## src/rtl/fc_snoop_pkg.sv

```systemverilog
// rtl/fc_snoop_pkg.sv - shared constants, word-class and state enums for the FC snoop framer
package fc_snoop_pkg;

  localparam logic [7:0]  K28_5      = 8'hBC;
  localparam logic [7:0]  SOF_ID     = 8'hB5;
  localparam logic [7:0]  EOF_ID     = 8'h95;
  localparam logic [3:0]  OS_CTRL    = 4'b1000;
  localparam logic [35:0] ABORT_WORD = {OS_CTRL, K28_5, EOF_ID, 16'hF5F5};

  typedef enum logic [1:0] {WC_DATA, WC_SOF, WC_EOF, WC_PRIM} word_class_e;

  typedef enum logic [1:0] {ST_HUNT, ST_IN_FRAME, ST_DROP} state_e;

  function automatic logic [15:0] sat_inc(input logic [15:0] v);
    return (v == 16'hFFFF) ? v : v + 16'd1;
  endfunction

endpackage

```

## src/rtl/fc_os_classify.sv

```systemverilog
// rtl/fc_os_classify.sv - combinational {ctrl,data} word-class decoder for FC ordered sets
module fc_os_classify
  import fc_snoop_pkg::*;
(
  input  logic [35:0] in_data,
  output logic [1:0]  word_class
);

  always_comb begin
    word_class = WC_DATA;
    if (in_data[35:32] == OS_CTRL && in_data[31:24] == K28_5) begin
      if (in_data[23:16] == SOF_ID)
        word_class = WC_SOF;
      else if (in_data[23:16] == EOF_ID)
        word_class = WC_EOF;
      else
        word_class = WC_PRIM;
    end
  end

endmodule

```

## src/rtl/fc_snoop_framer.sv

```systemverilog
// rtl/fc_snoop_framer.sv - FC frame delimiter/idle filter with length truncation
// Frame counters are built only when FC_SNOOP_STATS_EN is defined.
module fc_snoop_framer
  import fc_snoop_pkg::*;
#(
  parameter int MAX_WORDS = 537
) (
  input  logic        clk,
  input  logic        reset_n,
  input  logic        snoop_reset,
  input  logic [35:0] in_data,
  input  logic        in_valid,
  output logic [35:0] out_data,
  output logic        out_valid,
  output logic [15:0] frames_ok,
  output logic [15:0] frames_trunc
);

  localparam int CW = $clog2(MAX_WORDS + 1);
  localparam logic [CW-1:0] LAST_DATA = CW'(MAX_WORDS - 1);

  logic [1:0]    wc;
  state_e        state;
  logic [CW-1:0] word_cnt;

  fc_os_classify u_classify (
    .in_data    (in_data),
    .word_class (wc)
  );

  always_ff @(posedge clk or negedge reset_n) begin
    if (!reset_n) begin
      state     <= ST_HUNT;
      word_cnt  <= '0;
      out_valid <= 1'b0;
      out_data  <= '0;
`ifdef FC_SNOOP_STATS_EN
      frames_ok    <= '0;
      frames_trunc <= '0;
`endif
    end else if (snoop_reset) begin
      // out_data is left alone: it only has to hold while out_valid is low
      state     <= ST_HUNT;
      word_cnt  <= '0;
      out_valid <= 1'b0;
`ifdef FC_SNOOP_STATS_EN
      frames_ok    <= '0;
      frames_trunc <= '0;
`endif
    end else begin
      out_valid <= 1'b0;
      if (in_valid) begin
        case (state)
          ST_HUNT: begin
            if (wc == WC_SOF) begin
              out_valid <= 1'b1;
              out_data  <= in_data;
              word_cnt  <= CW'(1);
              state     <= ST_IN_FRAME;
            end
          end
          ST_IN_FRAME: begin
            if (wc == WC_DATA) begin
              out_valid <= 1'b1;
              if (word_cnt >= LAST_DATA) begin
                // no room left for the EOF: close the frame with ABORT now
                out_data <= ABORT_WORD;
                state    <= ST_DROP;
`ifdef FC_SNOOP_STATS_EN
                frames_trunc <= sat_inc(frames_trunc);
`endif
              end else begin
                out_data <= in_data;
                word_cnt <= word_cnt + 1'b1;
              end
            end else if (wc == WC_EOF) begin
              out_valid <= 1'b1;
              out_data  <= in_data;
              state     <= ST_HUNT;
`ifdef FC_SNOOP_STATS_EN
              frames_ok <= sat_inc(frames_ok);
`endif
            end else if (wc == WC_SOF) begin
              // the interrupting SOF is consumed, not reopened
              out_valid <= 1'b1;
              out_data  <= ABORT_WORD;
              state     <= ST_HUNT;
`ifdef FC_SNOOP_STATS_EN
              frames_trunc <= sat_inc(frames_trunc);
`endif
            end
          end
          ST_DROP: begin
            if (wc == WC_SOF) begin
              out_valid <= 1'b1;
              out_data  <= in_data;
              word_cnt  <= CW'(1);
              state     <= ST_IN_FRAME;
            end else if (wc == WC_EOF) begin
              state <= ST_HUNT;
            end
          end
          default: state <= ST_HUNT;
        endcase
      end
    end
  end

`ifndef FC_SNOOP_STATS_EN
  assign frames_ok    = 16'h0;
  assign frames_trunc = 16'h0;
`endif

endmodule

```

## config.mk

```make
export PLATFORM = sky130hd
export DESIGN_NAME = fc_snoop_framer
export DESIGN_NICKNAME = d
export VERILOG_FILES = /design/src/rtl/fc_snoop_pkg.sv /design/src/rtl/fc_os_classify.sv /design/src/rtl/fc_snoop_framer.sv
export SDC_FILE = /design/constraint.sdc
export NUM_CORES = 1
export LEC_CHECK = 0
export CAP_MARGIN = 20
export CORE_ASPECT_RATIO = 1.1
export CORE_MARGIN = 5
export CORE_UTILIZATION = 46
export DETAILED_ROUTE_END_ITERATION = 12
export GPL_TIMING_DRIVEN = 0
export PLACE_DENSITY = 0.92
export SLEW_MARGIN = 10
export SYNTH_ARGS = -nofsm -noshare
export SYNTH_HDL_FRONTEND = slang
export SYNTH_HIERARCHICAL = 1
export SYNTH_SLANG_ARGS = --single-unit
```

## constraint.sdc

```tcl
create_clock -name clk -period 5.4 [get_ports clk]
set_clock_uncertainty 0.2 [all_clocks]
set_input_delay 1.08 -clock clk [delete_from_list [all_inputs] [get_ports clk]]
set_output_delay 1.08 -clock clk [all_outputs]
set_load 0.01 [all_outputs]
```

==> flow_summary.json, run 1 <==
{
  "ant_nets": 0,
  "synthArstFlopShare_pct": 100,
  "overflow": 0,
  "end_kind": "flop",
  "core_mm2": 0.00540,
  "die_area_mm2": 0.00717,
  "ir_worst_vdd_uv": 269,
  "post_cts_buffers": 0,
  "ctsResizeCount": 0,
  "synth_seq_cells": 49,
  "fin_cells": 414,
  "yosysWarningCount": 6,
  "firstDrtPassIters": 4,
  "start_util_pct": 47.5,
  "relSlewSlack_pct": 54.7,
  "tightest_slew_ps": 678,
  "cp.required_ps": 5440,
  "yosys-top-cells-count": "dfrtp_1, buf_4, o22a_1",
  "fin_nets": 384,
  "finalSetupViolCount": 0,
  "grt_pass1_vias": 2130,
  "antenna_found_initial": 0,
  "power.density_mw_per_mm2": 415,
  "fillers": 434,
  "drv_slew": 0,
  "ys_top_cells_by_area": "dfrtp_1, buf_4, o22a_1",
  "clockBufferDepth": 2,
  "drv_cap": 0,
  "die_y_um": 88.3,
  "rows": 28,
  "numPortBuffers": 75,
  "ys.flop_type": "dfrtp_1",
  "ys_seq_area_share_pct": 47.8,
  "fmax_ghz": 0.220,
  "synth_top_area_cell": "dfrtp_1",
  "dp_hpwl_um": 5000,
  "grt_pass1_wl_um": 10300,
  "crit_fanout": 10,
  "cts_max_level": 2,
  "postSynthAreaPerCell_um2": 11.5,
  "crit_type": "input pin to flop",
  "yosysUniqueCellTypes": 51,
  "numCtsBuffers": 5,
  "vias": 2105,
  "hold_viol_final": 0,
  "diodes": 0,
  "cts_sinks": 49,
  "grt.total_usage_pct": 18.5,
  "period_minus_slack_ps": 4550,
  "period_share_pct": 84.3,
  "syn_to_final_growth_pct": 43.3,
  "gp_congestion": 0.890,
  "die_x_um": 81.2,
  "ctsHoldBuffers": 0,
  "ios": 109,
  "rsz0062_at_grt": "no",
  "layout-drive-gt1-share_pct": 18.0,
  "routed_wl_um": 6440,
  "synth_top_cell_area_share_pct": 47.8,
  "dp.cells": 406,
  "synthCells": 224,
  "drt_drc_violations_left": 0,
  "worstHoldPathType": "flop to flop",
  "drt_iter0_markers": 123,
  "worstPathArrival_ps": 4590,
  "cts-root-buf": "clkbuf_8",
  "status": "complete, no violations",
  "post-synth-top-count-cell": "dfrtp_1",
  "cts_tree": "done",
  "syn_area_mm2": 0.00256,
  "clk_pin_slew_ps": 90,
  "p_leak_uw": 0.00164,
  "fin_tns_setup_ps": 0,
  "synth_edf_count": 0,
  "clock_latency_ps": 300,
  "grt_max_degree": 34,
  "vias_per_cell": 5.08,
  "wl_per_cell_um": 15.5,
  "worst_setup_path_start_kind": "input pin"
}
cell usage in the layout (no fill, tap or decap), types with 3 or more instances in the layout:
cell | netlist | final
clkbuf_1 | 3 | 3
nor3_1 | 3 | 3
a31oi_1 | 4 | 4
nand3_1 | 3 | 3
a22o_1 | 14 | 14
o21ai_0 | 5 | 5
ha_1 | 6 | 6
conb_1 | 1 | 32
nand2b_1 | 5 | 5
nand4b_1 | 4 | 4
a21oi_1 | 7 | 7
clkbuf_8 | 0 | 5
buf_2 | 2 | 3
inv_1 | 6 | 6
nand2_1 | 9 | 9
buf_4 | 33 | 33
and3_1 | 5 | 5
o22a_1 | 22 | 22
dfrtp_1 | 49 | 49
clkdlybuf4s50_1 | 0 | 74
cells by family (layout without fill, tap and decap cells):
kind of cell | after synthesis | in the layout | synth area share (%)
compound gates | 73 | 73 | 24.8
xor+xnor | 1 | 1 | 0.342
fa+ha+maj | 6 | 6 | 2.93
buf+inv | 47 | 131 | 12.4
flops | 49 | 49 | 47.8
mux | 1 | 1 | 0.439
other cells | 1 | 32 | 0.146
simple gates | 46 | 46 | 11.2
layout make-up:
class	instances	area, um2	area share [%]
Multi-Input combinational cell	159	1140	30.9
Clock buffer	5	68.8	1.87
Tap cell	75	93.8	2.55
Inverter	6	22.5	0.613
Sequential cell	49	1230	33.4
Timing Repair Buffer	76	766	20.8
Buffer	41	295	8.04
Clock inverter	3	65.1	1.77
flip-flops by register name (all words and copies together), names as in the netlist:
name	count
word_cnt	10
state	2
out_valid	1
out_data	36
critical path: stages:
cell             delay [ps]
clkdlybuf4s50_1         440
or4_4                   570
a2111oi_1               570
inv_1                   150
ha_1                    300
or2_2                   330
o31ai_1                 500
clkbuf_1                440
a22o_1                  210
layer usage:
| layer | GRT usage [%] | vias up | share of wire [%] |
|---|---|---|---|
| li1 | - | 1002 | - |
| met1 | 23.4 | 1012 | 40 |
| met2 | 31.7 | 81 | 52 |
| met3 | 3.77 | 10 | 6.1 |
| met4 | 5.99 | 0 | 1.4 |
| met5 | 0 | - | 0 |
report_power, final:
part / leakage (uW) / total [uW] / internal (uW) / switching (uW)
clock network: 0.0000681 / 306 / 184 / 122
logic: 0.000973 / 632 / 382 / 250
registers: 0.000598 / 589 / 506 / 82.6
total: 0.00164 / 1530 / 1070 / 455
per-stage QoR:
| stage | util, % | hold slack (ps) | area, um2 | power, uW | setup slack, ps |
|---|---|---|---|---|---|
| after detailed placement | 65.6 | 276 | 3540 | 1230 | 574 |
| after global placement | 65.4 | 270 | 3530 | 1210 | 660 |
| after CTS | 68.1 | 297 | 3670 | 1540 | 879 |
| after global routing | 68.1 | 311 | 3670 | 1610 | 640 |
| final | 68.1 | 294 | 3670 | 1530 | 847 |
| after floorplan | - | 284 | 2680 | 864 | 1510 |
final timing paths:
kind                               from           end  slack [ps]  depth (start not counted)
max                         in_data[33]  out_data[25]         850                          9
min                        out_data[14]  out_data[14]         290                          1
max reg2reg                 word_cnt[6]   word_cnt[0]        3200                          4
min reg2reg                out_data[14]  out_data[14]         290                          1
max in group asynchronous       reset_n      state[0]        4010                          2
min in group asynchronous       reset_n   out_data[8]         490                          1
Power figures use the tool's default switching activity.
==> run 2, diff against run 1 <==
--- a/config.mk
+++ b/config.mk
@@ -8,10 +8,10 @@
 export CAP_MARGIN = 20
 export CORE_ASPECT_RATIO = 1.1
 export CORE_MARGIN = 5
-export CORE_UTILIZATION = 46
+export CORE_UTILIZATION = 39
 export DETAILED_ROUTE_END_ITERATION = 12
 export GPL_TIMING_DRIVEN = 0
-export PLACE_DENSITY = 0.92
+export PLACE_DENSITY = 0.83
 export SLEW_MARGIN = 10
 export SYNTH_ARGS = -nofsm -noshare
 export SYNTH_HDL_FRONTEND = slang
==> constraint.sdc (replaced) <==
create_clock -name clk -period 4.05 [get_ports clk]
set_clock_uncertainty 0.2 [all_clocks]
set_input_delay 0.81 -clock clk [delete_from_list [all_inputs] [get_ports clk]]
set_output_delay 0.81 -clock clk [all_outputs]
set_load 0.01 [all_outputs]
==> run 2 against run 1 <==
Worst hold slack got worse by 55 ps. Die area rose by 16%. Clock-buffer cell count rose by 1. Setup slack got worse by 690 ps. Sequential cell count did not move. Combinational power rose by 34%. Cell area fell by 0.92%. Non-clock buffer count did not move. Global-route usage fell by 2.9 points. Sequential power rose by 33%. Total power rose by 25%. Critical path depth did not move. Highest routed layer unchanged.
==> flow_summary.json, run 2 (same netlist as run 1, synthesis figures left out) <==
{
  "status": "complete, no violations",
  "grt_pass1_vias": 2189,
  "p_total_uw": 1910,
  "gp_congestion": 0.875,
  "finalSetupViolCount": 0,
  "ant_nets": 0,
  "firstDrtPassIters": 5,
  "regArea_mm2": 0.00123,
  "grt_pass1_wl_um": 10300,
  "worstHoldPathType": "input pin to async pin",
  "fmax_ghz": 0.257,
  "r2r-start": "state[0]",
  "syn_to_final_growth_pct": 42.0,
  "drt_iter0_markers": 148,
  "ctsResizeCount": 2,
  "period_share_pct": 96.1,
  "core_mm2": 0.00648,
  "final_common_cell": "clkdlybuf4s50_1",
  "grt_max_degree": 32,
  "mostFrequentLayoutCells": "clkdlybuf4s50_1, dfrtp_1, buf_4",
  "grt.total_usage_pct": 15.6,
  "die_x_um": 87.3,
  "p_leak_uw": 0.00161,
  "largest_register_ffs": 36,
  "fin_nets": 384,
  "fin_hold_ws_ps": 238,
  "ir_worst_vdd_uv": 317,
  "numCtsBuffers": 5,
  "ctsHoldBuffers": 0,
  "reg.largest.list": "out_data x36, word_cnt x10, state x2",
  "clock_latency_ps": 300,
  "cp.required_ps": 4090,
  "vias": 2093,
  "cts_tree": "done",
  "worst_setup_path_start_kind": "input pin",
  "antenna_found_initial": 0,
  "drv_cap": 0,
  "clk_pin_slew_ps": 90,
  "fin_cells": 420,
  "clockBufferDepth": 2,
  "drv_slew": 0,
  "cts-root-buf": "clkbuf_8",
  "worstPathCellList": "clkdlybuf4s50_1, or4_4, a2111oi_2, inv_1, ha_1, or2_2, o31ai_2, clkbuf_1, a22o_1",
  "dp.cells": 413,
  "ios": 109,
  "drt_drc_violations_left": 0,
  "rsz0062_at_grt": "no",
  "die_area_mm2": 0.00830,
  "cts_sinks": 49,
  "crit_start": "in_data[33]",
  "rows": 31,
  "wl_per_cell_um": 15.4,
  "start_util_pct": 39.6,
  "crit_slowest_cell": "or4_4",
  "routed_wl_um": 6450,
  "fillers": 585,
  "diodes": 0,
  "crit_type": "input pin to flop",
  "place_area_mm2": 0.00355,
  "dp_hpwl_um": 5070,
  "period_minus_slack_ps": 3890,
  "fin_tns_setup_ps": 0,
  "end_kind": "flop",
  "tightest_slew_ps": 691,
  "worstPathArrival_ps": 3930,
  "relSlewSlack_pct": 53.3,
  "overflow": 0,
  "die_y_um": 95.1,
  "top_register": "out_data",
  "numPortBuffers": 75,
  "multi_input_area_mm2": 0.00115,
  "cts_max_level": 2,
  "crit_fanout": 10,
  "layout-drive-gt1-share_pct": 18.0,
  "fin_area_mm2": 0.00364,
  "max_stage_delay_ps": 570,
  "power.density_mw_per_mm2": 525,
  "hold_viol_final": 0,
  "post_cts_buffers": 0,
  "vias_per_cell": 4.98
}
run 2: metal layers:
metal	wire length, um	global-route usage (%)
met5	0	0
met4	214	7.03
met1	2460	17.5
met3	386	3.54
met2	3390	27.8
run 2: cell type report:
cell class                 instances  area share [%]
sequential                        49            33.7
multi-input combinational        159            31.5
timing repair buffer              76            21.0
buffer                            41            8.11
tap                               82            2.82
clock buffer                       6            1.99
inverter                           6           0.619
clock inverter                     1           0.241
run 2: report_power, final:
part | switching (uW) | total, uW | internal, uW | leakage (uW)
sequential | 106 | 781 | 675 | 0.000598
combinational | 339 | 848 | 509 | 0.000974
clock | 161 | 281 | 120 | 0.0000412
run 2: worst max-delay path: cells and delay by family:
kind / cells / cell delay [ps]
buf+inv: 3 / 950
fa+ha+maj: 1 / 290
simple gates: 2 / 910
compound gates: 3 / 980
run 2: path summary, 6_finish.rpt:
| check | to | slack (ps) | cells after the start |
|---|---|---|---|
| setup / recovery | out_data[19] | 160 | 9 |
| hold / removal | out_data[3] | 240 | 1 |
| setup reg to reg | word_cnt[0] | 1790 | 5 |
| hold reg to reg | out_data[23] | 290 | 1 |
| max in group asynchronous | word_cnt[3] | 2880 | 2 |
| min in group clk | out_data[23] | 290 | 1 |
run 2: metrics by stage:
stage | setup slack (ps) | util (%)
finish | 159 | 56.2
global route | 27.5 | 56.2
CTS | 198 | 56.2
detailed placement | -480 | 54.8
global placement | -412 | 54.6
floorplan | 427 | -
